$ cat config.mk
export PLATFORM = sky130hd
export DESIGN_NAME = rand_error_injector_flat
export DESIGN_NICKNAME = d
export VERILOG_FILES = /design/src/rtl/rand_error_injector_if.sv /design/src/rtl/rand_error_injector.sv /design/src/flat_wrapper.sv
export SDC_FILE = /design/constraint.sdc
export NUM_CORES = 1
export LEC_CHECK = 0
export CAP_MARGIN = 10
export CORE_MARGIN = 2
export CORE_UTILIZATION = 45
export CTS_CLUSTER_SIZE = 10
export DETAILED_ROUTE_END_ITERATION = 16
export GPL_TIMING_DRIVEN = 0
export PLACE_DENSITY_LB_ADDON = 0.05
export SYNTH_ARGS = -nofsm -noshare
export SYNTH_HDL_FRONTEND = slang
export SYNTH_SLANG_ARGS = --single-unit
$ cat constraint.sdc
create_clock -name clk -period 2.15 [get_ports clk]
set_input_delay 0.3225 -clock clk [delete_from_list [all_inputs] [get_ports clk]]
set_output_delay 0.3225 -clock clk [all_outputs]
set_load 0.005 [all_outputs]
$ cat src/rtl/rand_error_injector_if.sv
// RNG request/response and error-vector handshake signals for the injector.
interface rand_error_injector_if #(
    parameter int NUM_SITES = 40
);
    logic                 next_u64;
    logic [63:0]          r;
    logic                 valid;
    logic [NUM_SITES-1:0] error_out;
    logic                 error_valid;
    logic                 error_ready;

    modport master (
        output next_u64,
        input  r,
        input  valid,
        output error_out,
        output error_valid,
        input  error_ready
    );

    modport slave (
        input  next_u64,
        output r,
        output valid,
        input  error_out,
        input  error_valid,
        output error_ready
    );
endinterface

$ cat src/rtl/rand_error_injector.sv
// Draws RNG words and forms one Bernoulli error bit per lattice site by
// comparing each PROB_WIDTH slice against a latched threshold.
module rand_error_injector #(
    parameter int NUM_SITES  = 40,
    parameter int PROB_WIDTH = 16
) (
    input  logic                  clk,
    input  logic                  reset,
    input  logic                  start,
    input  logic [PROB_WIDTH-1:0] threshold,
    output logic                  busy,
    output logic [31:0]           round_count,
    rand_error_injector_if.master bus
);
    localparam int SLICES = 64 / PROB_WIDTH;
    localparam int WORDS  = (NUM_SITES + SLICES - 1) / SLICES;
    localparam int CW     = (WORDS > 1) ? $clog2(WORDS) : 1;
    localparam logic [CW-1:0] LAST = CW'(WORDS - 1);

    typedef enum logic [1:0] {IDLE, REQ, WAIT, OUT} state_t;

    state_t                state;
    state_t                state_d;
    logic [CW-1:0]         word_cnt;
    logic [PROB_WIDTH-1:0] thr_q;
    logic [NUM_SITES-1:0]  acc;
    logic [NUM_SITES-1:0]  acc_d;
    logic [NUM_SITES-1:0]  hit;
    logic [NUM_SITES-1:0]  sel;
    logic [NUM_SITES-1:0]  out_q;
    logic                  take;
    logic                  last;

    // Each site owns a fixed (word, slice) pair; slices past NUM_SITES never exist.
    for (genvar i = 0; i < NUM_SITES; i++) begin : g_site
        localparam int W = i / SLICES;
        localparam int K = i % SLICES;
        assign hit[i] = bus.r[K*PROB_WIDTH +: PROB_WIDTH] < thr_q;
        assign sel[i] = word_cnt == CW'(W);
    end

    assign take  = (state == WAIT) && bus.valid;
    assign last  = word_cnt == LAST;
    assign acc_d = (acc & ~sel) | (hit & sel);

    always_comb begin
        state_d = state;
        unique case (state)
            IDLE:    if (start) state_d = REQ;
            REQ:     state_d = WAIT;
            WAIT:    if (bus.valid) state_d = last ? OUT : REQ;
            OUT:     if (bus.error_ready) state_d = IDLE;
            default: state_d = IDLE;
        endcase
    end

    always_ff @(posedge clk or negedge reset) begin
        if (!reset) state <= IDLE;
        else        state <= state_d;
    end

    always_ff @(posedge clk or negedge reset) begin
        if (!reset) begin
            word_cnt    <= '0;
            thr_q       <= '0;
            acc         <= '0;
            out_q       <= '0;
            round_count <= '0;
        end else begin
            if (state == IDLE && start) begin
                thr_q    <= threshold;
                acc      <= '0;
                word_cnt <= '0;
            end
            if (take) begin
                acc      <= acc_d;
                word_cnt <= word_cnt + 1'b1;
                if (last) out_q <= acc_d;
            end
            if (state == OUT && bus.error_ready)
                round_count <= round_count + 32'd1;
        end
    end

    assign bus.next_u64    = state == REQ;
    assign bus.error_valid = state == OUT;
    assign bus.error_out   = out_q;
    assign busy            = state != IDLE;
endmodule

$ cat src/flat_wrapper.sv
// flat-port wrapper written by rule: the top's interface ports become plain ports
module rand_error_injector_flat 
#(
    parameter int NUM_SITES  = 40,
    parameter int PROB_WIDTH = 16
)
  (clk, reset, start, threshold, busy, round_count, bus_next_u64, bus_r, bus_valid, bus_error_out, bus_error_valid, bus_error_ready);
  rand_error_injector_if #(.NUM_SITES(NUM_SITES)) bus_i ();
  input  logic clk;
  input  logic reset;
  input  logic start;
  input  logic [PROB_WIDTH-1:0] threshold;
  output logic busy;
  output logic [31:0] round_count;
  output wire logic [$bits(bus_i.next_u64)-1:0] bus_next_u64;
  input wire logic [$bits(bus_i.r)-1:0] bus_r;
  input wire logic [$bits(bus_i.valid)-1:0] bus_valid;
  output wire logic [$bits(bus_i.error_out)-1:0] bus_error_out;
  output wire logic [$bits(bus_i.error_valid)-1:0] bus_error_valid;
  input wire logic [$bits(bus_i.error_ready)-1:0] bus_error_ready;
  assign bus_next_u64 = bus_i.next_u64;
  assign bus_i.r = bus_r;
  assign bus_i.valid = bus_valid;
  assign bus_error_out = bus_i.error_out;
  assign bus_error_valid = bus_i.error_valid;
  assign bus_i.error_ready = bus_error_ready;
  rand_error_injector #(.NUM_SITES(NUM_SITES), .PROB_WIDTH(PROB_WIDTH)) u_core (.clk(clk), .reset(reset), .start(start), .threshold(threshold), .busy(busy), .round_count(round_count), .bus(bus_i));
endmodule
==> impl_results.md, run 1 <==
* Final setup fails at 30
* Final hold violations at 0
* Top cells by area, synth: dfrtp_1 50%, ha_1 12%, nand2_1 7.7%, nand3_1 6.0%, o21ai_0 4.9%
* Netlist cell types at 40
* Die Y at 125 um
* # clock sinks at 130
* Worst Skew at 0.0102 ns
* Worst Reg2Reg Path Length in Cells at 8
* Warnings from Yosys at 0
* Setup crit end: u_core.bus.error_out[34]
* Final slew viol count at 0
* CP Max Fanout at 5
* Simple-Gate Fraction of Synth Area at 21.9%
* Most common cell after layout, fill and taps aside: clkdlybuf4s50_1
* Vias per cell at 5.47
* DR DRC count at 0
* Seq/Total Area, Yosys at 49.5%
* Post-Syn Area per Cell at 9.62 um2
* HPWL after DPL at 13,400 um
* Layout Area Growth over Synthesis at 47.0%
* Max-cap violations at 0
* Quantity of I/O buffers inserted on ports at 159
* Initial antenna violation count at 0
* First-pass GRT wire length at 29,300 um
* Top cell type's share of synthesized area at 49.5%
* Slew @ Worst Pin at 0.666 ns
* Largest family of logic cells by synthesized area: simple AND/OR/NAND/NOR gates
* Run status: complete, but fails checks
* Antenna Diode Count at 0
* Layout fillers at 1,154
* Largest net degree at the start of global routing at 97
* Initial Utilization at 45.7%
* Via count at 5,893
* Die width at 125 um
* Unrepaired setup endpoints after global routing: yes
* Worst flop-to-flop path endpoint: u_core.bus.error_out[34]
* Final core occ at 67.2%
* Startpoint types: flop
* Crit end category: flop
* GRT Total Usage at 23.7%
* Synthesized cell area at 6570 um2
* Setup Crit Path Kind: reg -> reg
* Final Routed Wirelength at 18,800 um
* Final WS setup at -0.185 ns
* #FFs+latches synth at 130
* Synth Area in XOR/XNOR at 4.27%
* Complex-gate fraction of the synthesized area at 9.01%
* CTS tree: done
* Top Ports at 160
* Failing checks: setup timing
* RD Place Congestion at 0.886
* Iter 0 DRT Violations at 372
* Total core area at 14,400 um2
* H-tree levels at 4
* Reg2reg start: u_core.thr_q[13]
* Worst reg2reg setup slack at -0.19 ns
* Vias in the first global route at 5,877
* Final Power at 9.67 mW
* GR Overflow Total at 0
* Routed Antenna Nets at 0
* Root Driver: clkbuf_16
* CTS Buf Count at 17
* Placed Area at 8420 um2
* PwrDens at 1000 nW/um2
* Row cnt at 44
* Worst-path clk slew at 0.06 ns
* DR pass1 iterations at 5
* WP data arrival at 2.68 ns
* Commonest non-fill, non-tap cells in the layout: 157 x clkdlybuf4s50_1, 134 x nand2_1, 128 x dfrtp_1
* Max rail drop VDD at 0.636 mV
* Layout cells sized above 1 at 15.2%
* Worst-skew pair later-pin latency at 0.42 ns
* Clk buf depth at 2
* Min Tclk post-route at 2.34 ns
* Fin area at 9650 um2
* Gate Count Post-Synth at 683
* Nets at 1,032
* Worst Hold Margin at 0.255 ns
* Routed len/inst at 17.4 um
* Die area at 15,600 um2
* CP required at 2.50 ns
* Leak pwr at 4.33 nW
* HP Class: in -> reg
* Net Count, Synth at 833
* Rel. slew slack at 55.6%
* Peak Freq at 428 MHz
* Synth Area in Adders at 12.4%
* Fin crit share at 109%
* Top cell type by total area after synthesis: dfrtp_1
* Post-synthesis mux area share at 0.171%
* Setup crit start: u_core.thr_q[13]
## worst min-delay path by stage
stage / slack, ns / startpoint / cells after the start / end
finish: 0.26 / bus_error_ready / 2 / u_core.state[0]
global route: 0.30 / bus_error_ready / 2 / u_core.state[0]
CTS: 0.36 / reset / 2 / u_core.bus.error_out[18]
detailed placement: 0.24 / reset / 1 / u_core.bus.error_out[18]
global placement: 0.45 / u_core.bus.error_out[10] / 2 / u_core.bus.error_out[10]
floorplan: 0.03 / reset / 0 / u_core.acc[0]
## Yosys cell counts, drive strengths merged
| cell type | n |
|---|---|
| and3 | 7 |
| nand3b | 3 |
| nand3 | 80 |
| xnor2 | 24 |
| or4 | 4 |
| xor2 | 8 |
| ha | 65 |
| o21a | 1 |
| and4 | 2 |
| a31oi | 2 |
| nor4 | 3 |
| buf | 3 |
| a211oi | 3 |
| inv | 21 |
| nand4 | 20 |
| nor3 | 6 |
| nor4b | 1 |
| and2 | 1 |
| o21ai | 69 |
| mux2 | 1 |
| nor2 | 24 |
| clkbuf | 22 |
| a311o | 1 |
| a21oi | 18 |
| dfrtp | 130 |
| or2 | 1 |
| a311oi | 2 |
| nand2b | 4 |
| and2b | 1 |
| or3 | 5 |
| a2111oi | 6 |
| nor2b | 4 |
| a22o | 1 |
| and3b | 1 |
| o22ai | 4 |
| nand2 | 135 |
## registers in the layout, indices dropped and copies added (netlist names)
signal	cells
u_core.acc	36
u_core.bus.error_out	40
u_core.round_count	32
u_core.state	2
u_core.thr_q	16
u_core.word_cnt	4
## power breakdown
part           leakage, nW  switching (mW)  internal [mW]
sequential            1.77           0.256           2.79
combinational         2.28            2.06           1.70
clock                0.283            1.10           1.77
total                 4.33            3.42           6.25
## through the flow
stage / setup TNS [ns] / worst slack [ns] / std cells
6_report: -2.54 / -0.185 / 1078
2_1_floorplan: 0 / 0.0431 / 683
3_3_place_gp: -581.02 / -4.23 / 1026
5_1_grt: -5.33 / -0.224 / 1078
4_1_cts: -2.30 / -0.115 / 1067
3_5_place_dp: -30.30 / -0.918 / 1027
## cell families after synthesis
| logic type | after synthesis |
|---|---|
| adder cells (fa/ha/maj) | 65 |
| buffers and inverters | 46 |
| AND/OR/NAND/NOR | 302 |
| AO/OA/AOI/OAI | 107 |
| XOR/XNOR | 32 |
| multiplexers | 1 |
| flip-flops | 130 |
## repair_timing
| action | 4_1_cts | 5_1_grt |
|---|---|---|
| pin swaps | 4 | 27 |
| hold buffers | 1 | 0 |
| resized for setup | 38 | 114 |
| endpoints found under the hold margin | 34 | 0 |
| endpoints found under the setup margin | 49 | 72 |
| buffers inserted | 8 | 11 |
| cloned | 0 | 2 |
## cell type report
type / count / area [um2] / share of cell area (%)
Timing Repair Buffer: 180 / 1800 / 18.6
Clock buffer: 20 / 457 / 4.73
Buffer: 25 / 173 / 1.79
Multi-Input combinational cell: 507 / 3520 / 36.5
Inverter: 21 / 88.8 / 0.920
Clock inverter: 11 / 129 / 1.34
Tap cell: 184 / 230 / 2.39
Sequential cell: 130 / 3260 / 33.7
## worst max-delay path: stages (launching register included)
cell and delay (ns):
dfrtp_1 0.40, inv_4 0.11, ha_4 0.22, a211oi_2 0.17, nor2_1 0.08, or4_4 0.52, or3_4 0.45, clkbuf_16 0.18
o22ai_2 0.13
## routing by layer
| layer | GRT usage (%) | vias up | routed length, um |
|---|---|---|---|
| li1 | - | 2806 | - |
| met1 | 31.1 | 2861 | 8190 |
| met2 | 39.4 | 191 | 9180 |
| met3 | 5.03 | 35 | 1040 |
| met4 | 7.20 | 0 | 373 |
| met5 | 0 | - | 0 |
Note: power is estimated with default switching activity, not from simulation.
==> run 2, diff against run 1 <==
CORE_ASPECT_RATIO = 0.6   (was not set)
SLEW_MARGIN = 20   (was not set)
==> run 2 against run 1 <==
Against the previous run: the flow still finishes with violations (setup timing); cell area is essentially flat; die area grew 0.20%; via count grew 1.3%; core utilization is essentially flat; flip-flop and latch count is the same; first-iteration DRC count grew 25%; critical endpoint is now u_core.bus.error_out[32].
==> impl_results.md, run 2 (synthesized netlist as in run 1, its figures left out) <==
* Run status: complete, but fails checks
* Failing checks: setup timing
* Leak pwr at 4.37 nW (+0.73%)
* Row cnt at 34 (-23%)
* Routed Antenna Nets at 0 (unchanged)
* Rel. slew slack at 55.8% (+0.21 points)
* Vias per cell at 5.41 (-1.1%)
* Critical path's slowest cell: or4_4
* Layout Area Growth over Synthesis at 47.0% (about the same)
* CTS tree: done
* Max reg flops at 40 (unchanged)
* Max-cap violations at 0 (unchanged)
* Top Ports at 160 (unchanged)
* Buf/Inv on CP at 2 (unchanged)
* Antenna Diode Count at 0 (unchanged)
* DR DRC count at 0 (unchanged)
* Iter 0 DRT Violations at 466 (+25%)
* Via count at 5,971 (+1.3%)
* Root Driver: clkbuf_16
* Total core area at 14,400 um2 (about the same)
* HP Class: in -> async
* Nets at 1,043 (+1.1%)
* Quantity of I/O buffers inserted on ports at 159 (unchanged)
* Slew @ Worst Pin at 0.663 ns (-0.00315 ns)
* DR pass1 iterations at 5 (unchanged)
* Final slew viol count at 0 (unchanged)
* Peak Freq at 419 MHz (-2.2%)
* CP Max Fanout at 5 (unchanged)
* HPWL after DPL at 13,800 um (+3.0%)
* Worst reg2reg setup slack at -0.24 ns (-0.05 ns)
* Fin crit share at 111% (+2.5 points)
* Fin cells at 1,104 (+2.4%)
* Routed len/inst at 17.7 um (+1.7%)
* Final Routed Wirelength at 19,600 um (+4.1%)
* Most common cell after layout, fill and taps aside: clkdlybuf4s50_1
* Commonest non-fill, non-tap cells in the layout: 158 x clkdlybuf4s50_1, 135 x nand2_1, 127 x dfrtp_1
* Worst-path clk slew at 0.06 ns (about the same)
* Fin area at 9650 um2 (about the same)
* Final setup fails at 32 (+6.7%)
* GRT Total Usage at 25.3% (+1.6 points)
* RD Place Congestion at 0.926 (+4.5%)
* Reg2reg start: u_core.thr_q[13]
* Worst Skew at 0.00942 ns (-0.000774 ns)
* Min Tclk post-route at 2.39 ns (+0.0534 ns)
* Placed Area at 8440 um2 (+0.21%)
* Worst Hold Margin at 0.434 ns (+0.179 ns)
* Initial Utilization at 45.7% (about the same)
* WP data arrival at 2.72 ns (+0.04 ns)
* Unrepaired setup endpoints after global routing: yes
* CP required at 2.48 ns (-0.02 ns)
* Inst Count DP at 1,041 (+1.4%)
* CTS Buf Count at 17 (unchanged)
* Crit end category: flop
* Die width at 160 um (+28%)
* Max rail drop VDD at 0.593 mV (-6.8%)
* Final hold violations at 0 (unchanged)
* # clock sinks at 130 (unchanged)
* H-tree levels at 4 (unchanged)
* PwrDens at 1020 nW/um2 (+1.3%)
* Clk buf depth at 2 (unchanged)
* Initial antenna violation count at 1 (+1)
* GR Overflow Total at 0 (unchanged)
* Worst-skew pair later-pin latency at 0.41 ns (about the same)
* Vias in the first global route at 5,907 (+0.51%)
* Die Y at 97.6 um (-22%)
* Max stage delay on crit path at 0.57 ns (+0.05 ns)
* Final WS setup at -0.238 ns (-0.0534 ns)
* Critical path's top delay family: simple AND/OR/NAND/NOR gates
* Setup crit start: u_core.thr_q[13]
* Largest net degree at the start of global routing at 78 (-20%)
* Layout cells sized above 1 at 14.7% (-0.53 points)
* Critical path cell sequence: inv_2 -> ha_4 -> a211oi_2 -> nor2_1 -> or4_4 -> or3_4 -> clkbuf_16 -> o22ai_4
* First-pass GRT wire length at 30,800 um (+5.2%)
* Final core occ at 67.1% (about the same)
* Die area at 15,600 um2 (+0.20%)
* Startpoint types: flop
* Setup Crit Path Kind: reg -> reg
[run 2: changes by cell type in the layout (fill, tap and decap cells not counted), moves of 3 or more]
cell	before	now
inv_4	4	1
ha_4	13	8
a2111oi_1	1	4
buf_4	14	26
clkbuf_2	1	4
o21ai_1	16	23
a2111oi_2	3	0
ha_1	52	57
o21ai_2	23	18
buf_6	9	5
[run 2: worst reg2reg max path: cells and delay by family, from the launching register on]
family                     cells  cell delay [ns]
buffers and inverters          2             0.30
adders and majority gates      1             0.22
AOI/OAI and AO/OA              2             0.33
and+or+nand+nor                3             1.09
DFF                            1             0.37
[run 2: worst paths after layout]
kind                       cells after the start                  endpoint
min                                            2   u_core.bus.error_out[8]
min in group clk                               2  u_core.bus.error_out[10]
max                                            8  u_core.bus.error_out[32]
max in group asynchronous                      3           u_core.state[1]
min reg2reg                                    2  u_core.bus.error_out[10]
max reg2reg                                    8  u_core.bus.error_out[32]
[run 2: final cells by class]
class / instances / area [um2]
Fill cell: 1139 / 4720
Multi-Input combinational cell: 507 / 3430
Sequential cell: 130 / 3260
Timing Repair Buffer: 191 / 1900
Clock buffer: 23 / 468
Tap cell: 198 / 248
Buffer: 25 / 166
Clock inverter: 9 / 106
Inverter: 21 / 81.3
[run 2: timing repair]
item                                    4_1_cts  5_1_grt
endpoints found under the setup margin       53       80
buffers inserted                             12       15
gates cloned                                  1        2
hold buffers                                  1        0
pin swaps                                     5       23
resized for setup                            45       93
endpoints found under the hold margin        53        0
[run 2: through the flow]
stage / setup WS, ns / power, mW / TNS (ns)
5_1_grt: -0.291 / 10.4 / -8.00
4_1_cts: -0.201 / 9.15 / -3.84
2_1_floorplan: 0.0431 / 4.65 / 0
6_report: -0.238 / 9.80 / -5.25
3_5_place_dp: -0.994 / 5.83 / -34.08
3_3_place_gp: -4.13 / 5.68 / -564.96
[run 2: metal layers]
metal | track usage [%] | up-vias | wire length (um)
met3 | 6.15 | 22 | 1540
met2 | 37.8 | 230 | 8680
li1 | - | 2835 | -
met4 | 6.24 | 2 | 199
met1 | 37.1 | 2882 | 9120
met5 | 0 | - | 12
[run 2: power breakdown]
part,leakage (nW),switching (mW),internal [mW]
clock,0.273,1.04,1.76
sequential,1.77,0.249,2.79
combinational,2.32,2.15,1.81
